==> src/rtl/onehot_ptr.sv <==
// Rotating one-hot pointer: loadable binary index with a masked,
// wrap-around advance, registered one-hot decode and a mask-empty flag.
module onehot_ptr #(
   parameter int N = 4
) (
   input  logic                 clk,
   input  logic                 reset,
   input  logic                 LoadEn,
   input  logic [$clog2(N)-1:0] LoadIdx,
   input  logic                 AdvEn,
   input  logic [N-1:0]         Mask,
   output logic [N-1:0]         Y,
   output logic [$clog2(N)-1:0] Idx,
   output logic                 Empty
);

   localparam int W = $clog2(N);

   logic [W-1:0] adv_idx;
   logic [W-1:0] next_idx;
   logic [W-1:0] cand;
   logic         found;

   // First enabled position after Idx, wrapping; k=N lands back on Idx itself.
   always_comb begin
      adv_idx = Idx;
      found   = 1'b0;
      cand    = Idx;
      for (int unsigned k = 1; k <= N; k++) begin
         cand = Idx + W'(k);
         if (!found && Mask[cand]) begin
            adv_idx = cand;
            found   = 1'b1;
         end
      end
   end

   always_comb begin
      next_idx = Idx;
      if (LoadEn)
         next_idx = LoadIdx;
      else if (AdvEn)
         next_idx = adv_idx;
   end

   always_ff @(posedge clk or posedge reset) begin
      if (reset) begin
         Idx <= '0;
         Y   <= N'(1);
      end else begin
         Idx <= next_idx;
         Y   <= N'(1) << next_idx;
      end
   end

   assign Empty = ~|Mask;

endmodule

==> config.mk <==
export PLATFORM = sky130hd
export DESIGN_NAME = onehot_ptr
export DESIGN_NICKNAME = d
export VERILOG_FILES = /design/src/rtl/onehot_ptr.sv
export SDC_FILE = /design/constraint.sdc
export NUM_CORES = 1
export LEC_CHECK = 0
export ABC_AREA = 1
export BUFFER_PORTS_ARGS = -buffer_cell sky130_fd_sc_hd__buf_4
export CAP_MARGIN = 20
export CORE_MARGIN = 3
export CORE_UTILIZATION = 50
export CTS_CLUSTER_DIAMETER = 60
export DETAILED_ROUTE_END_ITERATION = 7
export PLACE_DENSITY = 0.78
export SLEW_MARGIN = 40
export SYNTH_ARGS = -nofsm -noshare
export SYNTH_HDL_FRONTEND = slang
export SYNTH_SLANG_ARGS = --single-unit
==> constraint.sdc <==
create_clock -name clk -period 4.7 [get_ports clk]
set_clock_uncertainty 0.2 [all_clocks]
set_input_delay 0.47 -clock clk [delete_from_list [all_inputs] [get_ports clk]]
set_output_delay 0.47 -clock clk [all_outputs]
set_load 0.02 [all_outputs]
Word level (Yosys, flattened, before mapping)
Index checks and enable logic that the tools add are counted.
Widths: inputs -> output; s select.
Storage, ports and cells
  output and inout port bits: 7
  input bits: 10
  flip-flop bits (word level): 6
  logic and storage cells: 35
Operators by class
  reduce and logical (&&, ||, !) cells: 8
  add/subtract/negate cells: 3
  shift operators: 1
  order comparisons: 4
  multiplexer cells: 17
Operator list (count)
  $lt 2x3->1 const B: 4
  $mux 2: 6
  $bmux 1 s2: 4
  $mux 1: 7
  $add 2x2->2 const B: 2
  $logic_not 1->1: 4
  $reduce_or 4->1: 1
  $shl 1x2->4 const A: 1
  $logic_and 1x1->1: 3
  $add 2x1->2 const B: 1

Logic depth before layout (Yosys ltp)
Gate-level depths: netlist (run 1).
  word-level depth: 16
  gate-level depth with buffers: 13
  gate-level depth less buffers: 12

Worst setup path before layout (run 1)
No wires, ideal clock.
  path kind: input -> output
  from: input port Mask[1]
  to: output port Empty
  setup slack: 2.841 ns
  buffers on the path: 0
  required time: 4.030 ns
  cell stages on the path: 1
  arrival: 1.189 ns
  cells stage by stage: nor4_1
Between the ends
  word-level cells in the longest chain between the ends: 2
Ends and longest elaborated chain
  from (decl): RTL line 11  | input logic [N-1:0] Mask,
  $reduce_or 4->1: RTL line 56  | assign Empty = ~|Mask;
  $logic_not 1->1: RTL line 56
  to (decl): RTL line 14  | output logic Empty
Every way passes these cells.

Worst setup path in the final report (run 1)
  from: register Idx[0]
  to: register Y[3]
Between the ends
  word-level cells in the longest chain between the ends: 16
  elaborated cells between the ends (all ways): 27
  those cells by class: 3 x add/sub; 1 x shift; 17 x mux; 6 x reduce/logical
Ends and longest elaborated chain
  from (decl): RTL line 13  | output logic [$clog2(N)-1:0] Idx,
  from (signal assigned): RTL line 51  | Idx <= next_idx;
  $add 2x1->2: RTL line 30  | cand = Idx + W'(k);
  $bmux 1 s2: RTL line 31  | if (!found && Mask[cand]) begin
  $mux 1 (implied by the code): RTL line 31
  $mux 1: RTL line 31
  $logic_not 1->1: RTL line 31
  $logic_and 1x1->1: RTL line 31
  $mux 1: RTL line 31
  $logic_not 1->1: RTL line 31
  $logic_and 1x1->1: RTL line 31
  $mux 1: RTL line 31
  $logic_not 1->1: RTL line 31
  $logic_and 1x1->1: RTL line 31
  $mux 2: RTL line 31
  $mux 2 *: RTL line 42  | else if (AdvEn)
  $mux 2 *: RTL line 40  | if (LoadEn)
  $shl 1x2->4 *: RTL line 52  | Y <= N'(1) << next_idx;
  to (signal assigned): RTL line 52
  to (decl): RTL line 12  | output logic [N-1:0] Y,
Every way passes the cells marked *; elsewhere a longest branch is shown, timed or not. The select of a mux whose other input is x is not followed.

==> results of run 1 <==
==> sequential cells by signal (all words and copies together), names as in the netlist <==
name  count
Idx       2
Y         4
==> kinds of logic (layout without fill, tap and decap cells) <==
group | count (synthesis) | in the layout | synth area share
buf+inv | 14 | 33 | 0.1067
compound gates | 5 | 5 | 0.04952
flops | 6 | 6 | 0.2305
simple gates | 70 | 70 | 0.6133
==> worst max path at each step <==
stage | startpoint | endpoint | slack (ps) | cells after the start
floorplan | Mask[1] | Empty | 2840 | 1
global placement | Idx[0] | Y[2] | 2640 | 11
detailed placement | Idx[0] | Idx[1] | 2580 | 11
CTS | Idx[0] | Y[3] | 2570 | 11
global route | Idx[0] | Y[3] | 2430 | 12
finish | Idx[0] | Y[3] | 2570 | 11
==> layout by cell type, fill, tap and decap left out, drive strengths merged <==
master,instances
dlygate4sd3,1
o21ai,1
inv,12
dfstp,1
dfrtp,5
clkbuf,4
nand3,17
nor4,1
nor2,4
nand2,46
a21oi,4
or2,2
buf,16
==> power by group <==
group	switching (mW)	leakage [nW]	internal, mW
clock network	0.0181	0.0150	0.0321
logic	0.100	0.364	0.0629
registers	0.0139	0.0721	0.0618
==> critical path, delay by kind of cell (launching register included) <==
kind,cells,cell delay [ps]
AOI/OAI and AO/OA,1,180
and+or+nand+nor,9,770
DFF,1,670
buffers and inverters,1,200
==> stage by stage <==
stage / instances / hold WS [ps]
final: 128 / 289.3
after global routing: 128 / 297.2
after CTS: 128 / 288.3
after detailed placement: 123 / 198.2
after global placement: 123 / 194.2
after floorplan: 95 / 60.23
==> layout make-up <==
class,instances,share of cell area
Multi-Input combinational cell,75,0.5387
Sequential cell,6,0.1873
Timing Repair Buffer,17,0.1610
Inverter,12,0.05882
Clock buffer,4,0.03251
Tap cell,14,0.02167
==> metal layers <==
layer  wire (um)  track usage
met1         530       0.2231
met2         638       0.2553
met3          73      0.01717
met4           0      0.05590
met5           0            0
==> repair_timing <==
item | CTS | global route
setup endpoints to repair | 0 | 0
hold endpoints to repair | 5 | 0
hold buffers | 1 | 0
==> impl_metrics.json, run 1 <==
{
  "fin_util": 0.6902,
  "yosysTopAreaCellShare": 0.1905,
  "root_buffer": "clkbuf_4",
  "setup-violations-final": 0,
  "hold_class": "in2reg",
  "place.gp.congestion": 0.8385,
  "period_minus_slack_ps": 2129,
  "rr_startpoint": "Idx[0]",
  "pwr_density_cell_mw_per_mm2": 357.7,
  "synth_cell_type_count": 20,
  "cts_buffers": 3,
  "vias": 643,
  "multi_input_area_um2": 435.4,
  "reg2reg_slack_ps": 2570,
  "fillCellCount": 106,
  "path_cells": "inv_2 > nand2_1 > nand2_4 > nand2_4 > nand2_8 > o21ai_0 > nand3_1 > nand3_1 > nand2_2 > nand2_2 > nor2_1",
  "cts_tree": "built",
  "clk_pin_slew_ps": 40,
  "setup.worst_path.start_class": "flop",
  "final_cell_area_um2": 808.3,
  "cp.required_ps": 4630,
  "yosys_warnings": 0,
  "mappedNetlistNets": 105,
  "core_area_mm2": 0.001171,
  "wire_per_inst_um": 9.711,
  "synth_seq_cells": 6,
  "antenna_found_initial": 0,
  "min-delay-start": "LoadIdx[0]",
  "synth.avg_cell_area_um2": 6.915,
  "drt_iter0_drc": 16,
  "clk_path_buf_depth": 2,
  "post-route-period-util": 0.4530,
  "ff2ff_path_depth": 11,
  "synth_flop_cell": "dfrtp_1",
  "critPathCaptureType": "flop",
  "yosysMostFrequentCell": "nand2_1",
  "avgViaCountPerCell": 5.023,
  "row_count": 12,
  "die_area_mm2": 0.001785,
  "cp_max_fo": 12,
  "finalWirelength_mm": 1.243,
  "nets": 125,
  "max_stage_delay_ps": 670,
  "fp.dieW_um": 42.25,
  "firstDrtPassIters": 5,
  "synth_top_area_cell": "dfrtp_1",
  "final_hold_viol_count": 0,
  "pre_cts_slack_ps": 2584,
  "port_buffers": 16,
  "ys_async_sr_fraction": 1.000,
  "drv_cap": 0,
  "cts_resized": 0,
  "rsz0062_at_grt": "false",
  "htreeDepth": 1,
  "io_pins": 17,
  "placed_area_um2": 772.0,
  "critPathSlowestCell": "dfrtp_1",
  "leakage_nw": 0.4509,
  "postCtsSetupRepairBufs": 0,
  "status": "complete, no violations",
  "area_growth_pct": 23.05,
  "worstPathArrival_ps": 2060,
  "grt_max_degree": 13,
  "ant_nets": 0,
  "ir_worst_vdd_mv": 0.1557,
  "clkLatencyLatePin_ps": 240,
  "grt_use_total": 0.1605,
  "fmax_ghz": 0.4696,
  "r2r-end": "Y[3]",
  "final.setup.tns_ps": 0,
  "clock_sinks": 6,
  "diodes": 0,
  "drv_slew": 0,
  "regArea_um2": 151.4,
  "grt-ovfl-total": 0,
  "grt_pass1_wl_mm": 2.311,
  "drc": 0,
  "slew_headroom": 0.6442,
  "min_path_cells": 3,
  "synthesis.area_um2": 656.9,
  "synth_edf_count": 0,
  "initial_core_util": 0.5609,
  "layout-drive-gt1-share": 0.4474,
  "layout_setup_ws_ps": 2571,
  "min_to": "Idx[0]",
  "yosys-top-cells-area": "dfrtp_1, nand2_1, nand2_2, nand3_1, nand2_4",
  "grt_pass1_vias": 563,
  "tightestPinTransition_ps": 533.7,
  "path_class": "reg2reg",
  "post-dp-hpwl_mm": 1.071,
  "ys_top_cells_by_count": "nand2_1, nand3_1, nand2_2, inv_1, nand2_4",
  "total_power_mw": 0.2891,
  "synth-seq-area-share": 0.2305,
  "synthCells": 95,
  "die_h_um": 42.25
}
No activity file was read; power rests on OpenSTA's default activity.
==> inputs of run 2 (changes only) <==
--- a/config.mk
+++ b/config.mk
@@ -5,14 +5,14 @@
 export SDC_FILE = /design/constraint.sdc
 export NUM_CORES = 1
 export LEC_CHECK = 0
-export ABC_AREA = 1
+export ABC_AREA = 0
 export BUFFER_PORTS_ARGS = -buffer_cell sky130_fd_sc_hd__buf_4
 export CAP_MARGIN = 20
-export CORE_MARGIN = 3
-export CORE_UTILIZATION = 50
+export CORE_AREA = 3 3 40 42
 export CTS_CLUSTER_DIAMETER = 60
 export DETAILED_ROUTE_END_ITERATION = 7
-export PLACE_DENSITY = 0.78
+export DIE_AREA = 0 0 43 45
+export PLACE_DENSITY = 0.59
 export SLEW_MARGIN = 40
 export SYNTH_ARGS = -nofsm -noshare
 export SYNTH_HDL_FRONTEND = slang
==> constraint.sdc (replaced) <==
create_clock -name clk -period 1.8 [get_ports clk]
set_clock_uncertainty 0.2 [all_clocks]
set_input_delay 0.18 -clock clk [delete_from_list [all_inputs] [get_ports clk]]
set_output_delay 0.18 -clock clk [all_outputs]
set_load 0.02 [all_outputs]
==> impl_metrics.json, run 2 <==
{
  "grt_pass1_wl_mm": 1.593,
  "power_frac_seq": 0.348,
  "mappedNetlistNets": 56,
  "drv_cap": 0,
  "pwr_density_cell_mw_per_mm2": 814.7,
  "post-route-period-util": 1.041,
  "vias": 416,
  "diodes": 0,
  "setup.worst_path.start_class": "flop",
  "path_cells": "o21bai_1 > a311oi_2 > a2111oi_2 > a221o_2 > and2_4",
  "path_class": "reg2reg",
  "regMostFlops": "Y",
  "ant_nets": 0,
  "drt_iter0_drc": 7,
  "reg2reg_slack_ps": -70,
  "finalWirelength_mm": 1.035,
  "synthCells": 46,
  "pre_cts_slack_ps": -25.99,
  "fmax_ghz": 0.5337,
  "port_buffers": 16,
  "cts_tree": "built",
  "drv_slew": 0,
  "leakage_nw": 0.2869,
  "yosys-top-cells-area": "dfrtp_1, dfstp_2, nor3b_1, inv_1, nor2b_1",
  "synth_top_area_cell": "dfrtp_1",
  "synth-seq-area-share": 0.3689,
  "top_usage_layer": "met2",
  "combPwrFrac": 0.402,
  "yosysTopAreaCellShare": 0.3049,
  "clock_sinks": 6,
  "status": "complete, but fails checks",
  "hold_class": "in2reg",
  "synth_flop_cell": "dfrtp_1",
  "swShare": 0.3222,
  "core_area_mm2": 0.001285,
  "rsz0062_at_grt": "true",
  "grt_use_total": 0.1115,
  "ys_top_cells_by_count": "dfrtp_1, inv_1, nor2_1, nor2b_1, nor3b_1",
  "violations": "setup timing",
  "drc": 0,
  "die_h_um": 45,
  "layout-drive-gt1-share": 0.5072,
  "synth_compound_area_frac": 0.1890,
  "setup-violations-final": 4,
  "post-dp-hpwl_um": 760.3,
  "synth_top_family_by_area": "simple AND/OR/NAND/NOR gates",
  "p_int_mw": 0.3516,
  "cp.required_ps": 1730,
  "use_met3": 0.03187,
  "fp.dieW_um": 43,
  "synth_fa_ha_area_frac": 0,
  "die_area_mm2": 0.001935,
  "crit_family": "compound AO/OA/AOI/OAI gates",
  "crit_buf_inv": 0,
  "slew_headroom": 0.7758,
  "synthesis.area_um2": 410.4,
  "avgViaCountPerCell": 4.952,
  "ys_async_sr_fraction": 1.000,
  "cp_max_fo": 8,
  "synth_seq_cells": 6,
  "cts_buffers": 3,
  "yosys_warnings": 0,
  "row_count": 13,
  "grt-ovfl-total": 0,
  "top_regs": "Y (4), Idx (2)",
  "holdWs_ps": 51.87,
  "critPathCaptureType": "flop",
  "final_hold_viol_count": 0,
  "fillCellCount": 130,
  "final_cell_area_um2": 636.9,
  "placed_area_um2": 569.3,
  "wire_per_inst_um": 12.32,
  "clkPwrFrac": 0.250,
  "synth-simple-area-share": 0.3445,
  "clk_pin_slew_ps": 50,
  "htreeDepth": 1,
  "ir_worst_vdd_mv": 0.6395,
  "layout_setup_ws_ps": -73.72,
  "final_cell_mix": "buf_4, inv_1, nor2_1",
  "initial_core_util": 0.3194,
  "tightestPinTransition_ps": 335.6,
  "synth_xor_area_frac": 0.02134,
  "gr-usage-met1": 0.1302,
  "grt_max_degree": 10,
  "nets": 80,
  "grt_pass1_vias": 383,
  "place.gp.congestion": 0.7994,
  "grtUsageMet2": 0.1796,
  "root_buffer": "clkbuf_4",
  "synth.avg_cell_area_um2": 8.922,
  "synth_mux_area_frac": 0,
  "firstDrtPassIters": 4,
  "clkLatencyLatePin_ps": 240,
  "area_growth_pct": 55.18,
  "synth_edf_count": 0,
  "io_pins": 17,
  "worstPathArrival_ps": 1800,
  "largest_reg_flops": 4,
  "postCtsSetupRepairBufs": 0,
  "period_minus_slack_ps": 1874,
  "max_stage_delay_ps": 450,
  "final_common_cell": "buf_4",
  "final.setup.tns_ps": -145.1,
  "clk_path_buf_depth": 2,
  "antenna_found_initial": 0,
  "synth_cell_type_count": 25,
  "switchingPower_mw": 0.1672,
  "critPathSlowestCell": "dfrtp_2"
}
run 2: cell count changes in the layout (fill, tap and decap cells not counted), sizes merged, moves of 2 or more:
cell,delta
nand2,-44
nand3,-16
inv,-7
a21oi,-4
buf,+4
nor2b,+3
nor3b,+3
a311oi,+2
nor4b,+2
o211ai,+2
or2,-2
run 2: metal layers:
metal	vias to the layer above	wire [um]
li1	214	-
met1	188	393
met2	14	563
met3	0	79
met4	0	0
met5	-	0
run 2: power groups by stage:
stage	Sequential, mW	Clock [mW]	Combinational (mW)
global placement	0.181	0	0.194
CTS	0.178	0.138	0.197
global route	0.185	0.148	0.225
detailed placement	0.180	0	0.192
floorplan	0.199	0	0.0905
finish	0.181	0.130	0.209
run 2: through the flow:
stage | instances | utilization | total power [mW]
6_report | 84 | 0.4956 | 0.5188
5_1_grt | 84 | 0.4956 | 0.5577
4_1_cts | 84 | 0.4761 | 0.5129
3_5_place_dp | 79 | 0.4430 | 0.3724
3_3_place_gp | 79 | 0.4430 | 0.3745
2_1_floorplan | 46 | - | 0.2896
run 2: worst paths after layout:
kind,from,cells past startpoint,endpoint
worst max-delay path,Idx[0],5,Y[3]
worst min-delay path,LoadIdx[1],2,Idx[1]
worst max register to register,Idx[0],5,Y[3]
worst min register to register,Idx[0],4,Idx[0]
max in group asynchronous,reset,3,Y[0]
min in group asynchronous,reset,3,Y[2]
run 2: what timing repair did:
action | CTS | global route
resized for setup | 2 | 5
pin swaps | 3 | 0
hold buffers | 1 | 0
hold endpoints to repair | 6 | 0
endpoints found under the setup margin | 2 | 4
run 2: layout make-up:
cell class              count  area [um2]  area share
well taps                  15       18.77     0.02947
clock buffers               4       26.28     0.04126
multi-input cells          33       259.0      0.4067
inverters                   5       18.77     0.02947
repair buffers             21       160.2      0.2515
flip-flops and latches      6       153.9      0.2417
run 2: logic make-up after synthesis:
| group | count (synthesis) |
|---|---|
| simple gates | 22 |
| buf+inv | 7 |
| flops | 6 |
| compound gates | 10 |
| xor+xnor | 1 |
==> inputs of run 3 (changes only) <==
--- a/config.mk
+++ b/config.mk
@@ -9,6 +9,7 @@
 export BUFFER_PORTS_ARGS = -buffer_cell sky130_fd_sc_hd__buf_4
 export CAP_MARGIN = 20
 export CORE_AREA = 3 3 40 42
+export CTS_BUF_LIST = sky130_fd_sc_hd__clkbuf_8
 export CTS_CLUSTER_DIAMETER = 60
 export DETAILED_ROUTE_END_ITERATION = 7
 export DIE_AREA = 0 0 43 45
==> impl_metrics.json, run 3 (synthesis results as in run 2) <==
{
  "status": "complete, but fails checks",
  "violations": "setup timing",
  "top_regs": "Y (4), Idx (2)",
  "drv_slew": 0,
  "vias": 412,
  "placed_area_um2": 569.3,
  "row_count": 13,
  "fp.dieW_um": 43,
  "min_path_cells": 2,
  "pwr_density_cell_mw_per_mm2": 900.6,
  "crit_buf_inv": 0,
  "grt_max_degree": 10,
  "port_buffers": 16,
  "cp_max_fo": 8,
  "final_hold_viol_count": 0,
  "firstDrtPassIters": 3,
  "cts_tree": "built",
  "layout_setup_ws_ps": -55.90,
  "avgViaCountPerCell": 4.905,
  "path_class": "reg2reg",
  "fmax_ghz": 0.5388,
  "max_stage_delay_ps": 450,
  "die_area_mm2": 0.001935,
  "final_cell_area_um2": 663.1,
  "die_h_um": 45,
  "reg2reg_slack_ps": -60,
  "post-route-period-util": 1.031,
  "place.gp.congestion": 0.7994,
  "clk_pin_slew_ps": 40,
  "hold_class": "in2reg",
  "period_minus_slack_ps": 1856,
  "antenna_found_initial": 0,
  "critPathSlowestCell": "dfrtp_2",
  "initial_core_util": 0.3194,
  "regMostFlops": "Y",
  "ant_nets": 0,
  "setup-violations-final": 2,
  "wire_per_inst_um": 12.45,
  "rr_startpoint": "Idx[0]",
  "setup.worst_path.start_class": "flop",
  "largest_reg_flops": 4,
  "ff2ff_path_depth": 5,
  "min_to": "Idx[1]",
  "ir_worst_vdd_mv": 0.5548,
  "crit_family": "compound AO/OA/AOI/OAI gates",
  "htreeDepth": 1,
  "drv_cap": 0,
  "final_common_cell": "buf_4",
  "rsz0062_at_grt": "true",
  "critPathCaptureType": "flop",
  "drc": 0,
  "post-dp-hpwl_um": 760.3,
  "path_cells": "o21bai_1 > a311oi_2 > a2111oi_2 > a221o_2 > and2_4",
  "worstPathArrival_ps": 1760,
  "total_power_mw": 0.5972,
  "layout-drive-gt1-share": 0.5217,
  "slew_headroom": 0.7763,
  "drt_iter0_drc": 6,
  "tightestPinTransition_ps": 334.9,
  "grt_pass1_wl_mm": 1.593,
  "grt_pass1_vias": 377,
  "postCtsSetupRepairBufs": 0,
  "grt-ovfl-total": 0,
  "area_growth_pct": 61.59,
  "io_pins": 17,
  "nets": 80,
  "diodes": 0,
  "root_buffer": "clkbuf_8",
  "cts_buffers": 3,
  "clkLatencyLatePin_ps": 220,
  "core_area_mm2": 0.001285,
  "grt_use_total": 0.1115,
  "leakage_nw": 0.3029,
  "cp.required_ps": 1710,
  "clock_sinks": 6,
  "r2r-end": "Y[3]",
  "clk_path_buf_depth": 2,
  "final_cell_mix": "buf_4, inv_1, nor2_1",
  "fillCellCount": 129,
  "finalWirelength_mm": 1.046,
  "min-delay-start": "LoadIdx[1]",
  "holdWs_ps": 79.27
}
run 3: cell types whose count changed in the layout (fill, tap and decap cells not counted), sizes merged:
cell    delta
clkbuf     -1
inv        +1
run 3: through the flow:
step	util	setup slack (ps)	instances	TNS [ps]
2_1_floorplan	-	-59.39	46	-92.34
3_3_place_gp	0.4430	-6.714	79	-6.714
3_5_place_dp	0.4430	-25.99	79	-45.84
4_1_cts	0.4908	-4.376	84	-4.376
5_1_grt	0.5161	-110.0	84	-336.0
6_report	0.5161	-55.90	84	-95.18
run 3: worst max path at each step:
stage / startpoint / to / depth (start not counted)
4_1_cts: Idx[0] / Y[3] / 5
2_1_floorplan: Idx[0] / Y[3] / 6
6_report: Idx[0] / Y[3] / 5
3_3_place_gp: Idx[0] / Y[3] / 5
3_5_place_dp: Idx[0] / Y[3] / 5
5_1_grt: Idx[0] / Y[3] / 5
run 3: area by class of cell:
class                      count  area, um2  share of cell area
multi-input combinational     33      266.5              0.4019
timing repair buffer          21      160.2              0.2415
sequential                     6      153.9              0.2321
clock buffer                   3      41.29             0.06226
inverter                       5      18.77             0.02830
tap                           15      18.77             0.02830
clock inverter                 1      3.754            0.005660
run 3: what timing repair did:
| item | CTS | global route |
|---|---|---|
| gates resized for setup | 2 | 7 |
| endpoints found under the setup margin | 2 | 4 |
| hold buffers | 1 | 0 |
| endpoints found under the hold margin | 6 | 0 |
| pin swaps | 3 | 1 |
run 3: per-layer routing:
metal	GRT usage	wire length [um]
met1	0.1302	417
met2	0.1796	556
met3	0.03187	72
met4	0.07229	0
met5	0	0
run 3: report_power, final:
| part | switching, mW | leakage (nW) | internal (mW) |
|---|---|---|---|
| clock | 0.0558 | 0.0269 | 0.146 |
| sequential | 0.0198 | 0.0714 | 0.161 |
| combinational | 0.104 | 0.205 | 0.111 |
| total | 0.179 | 0.303 | 0.418 |
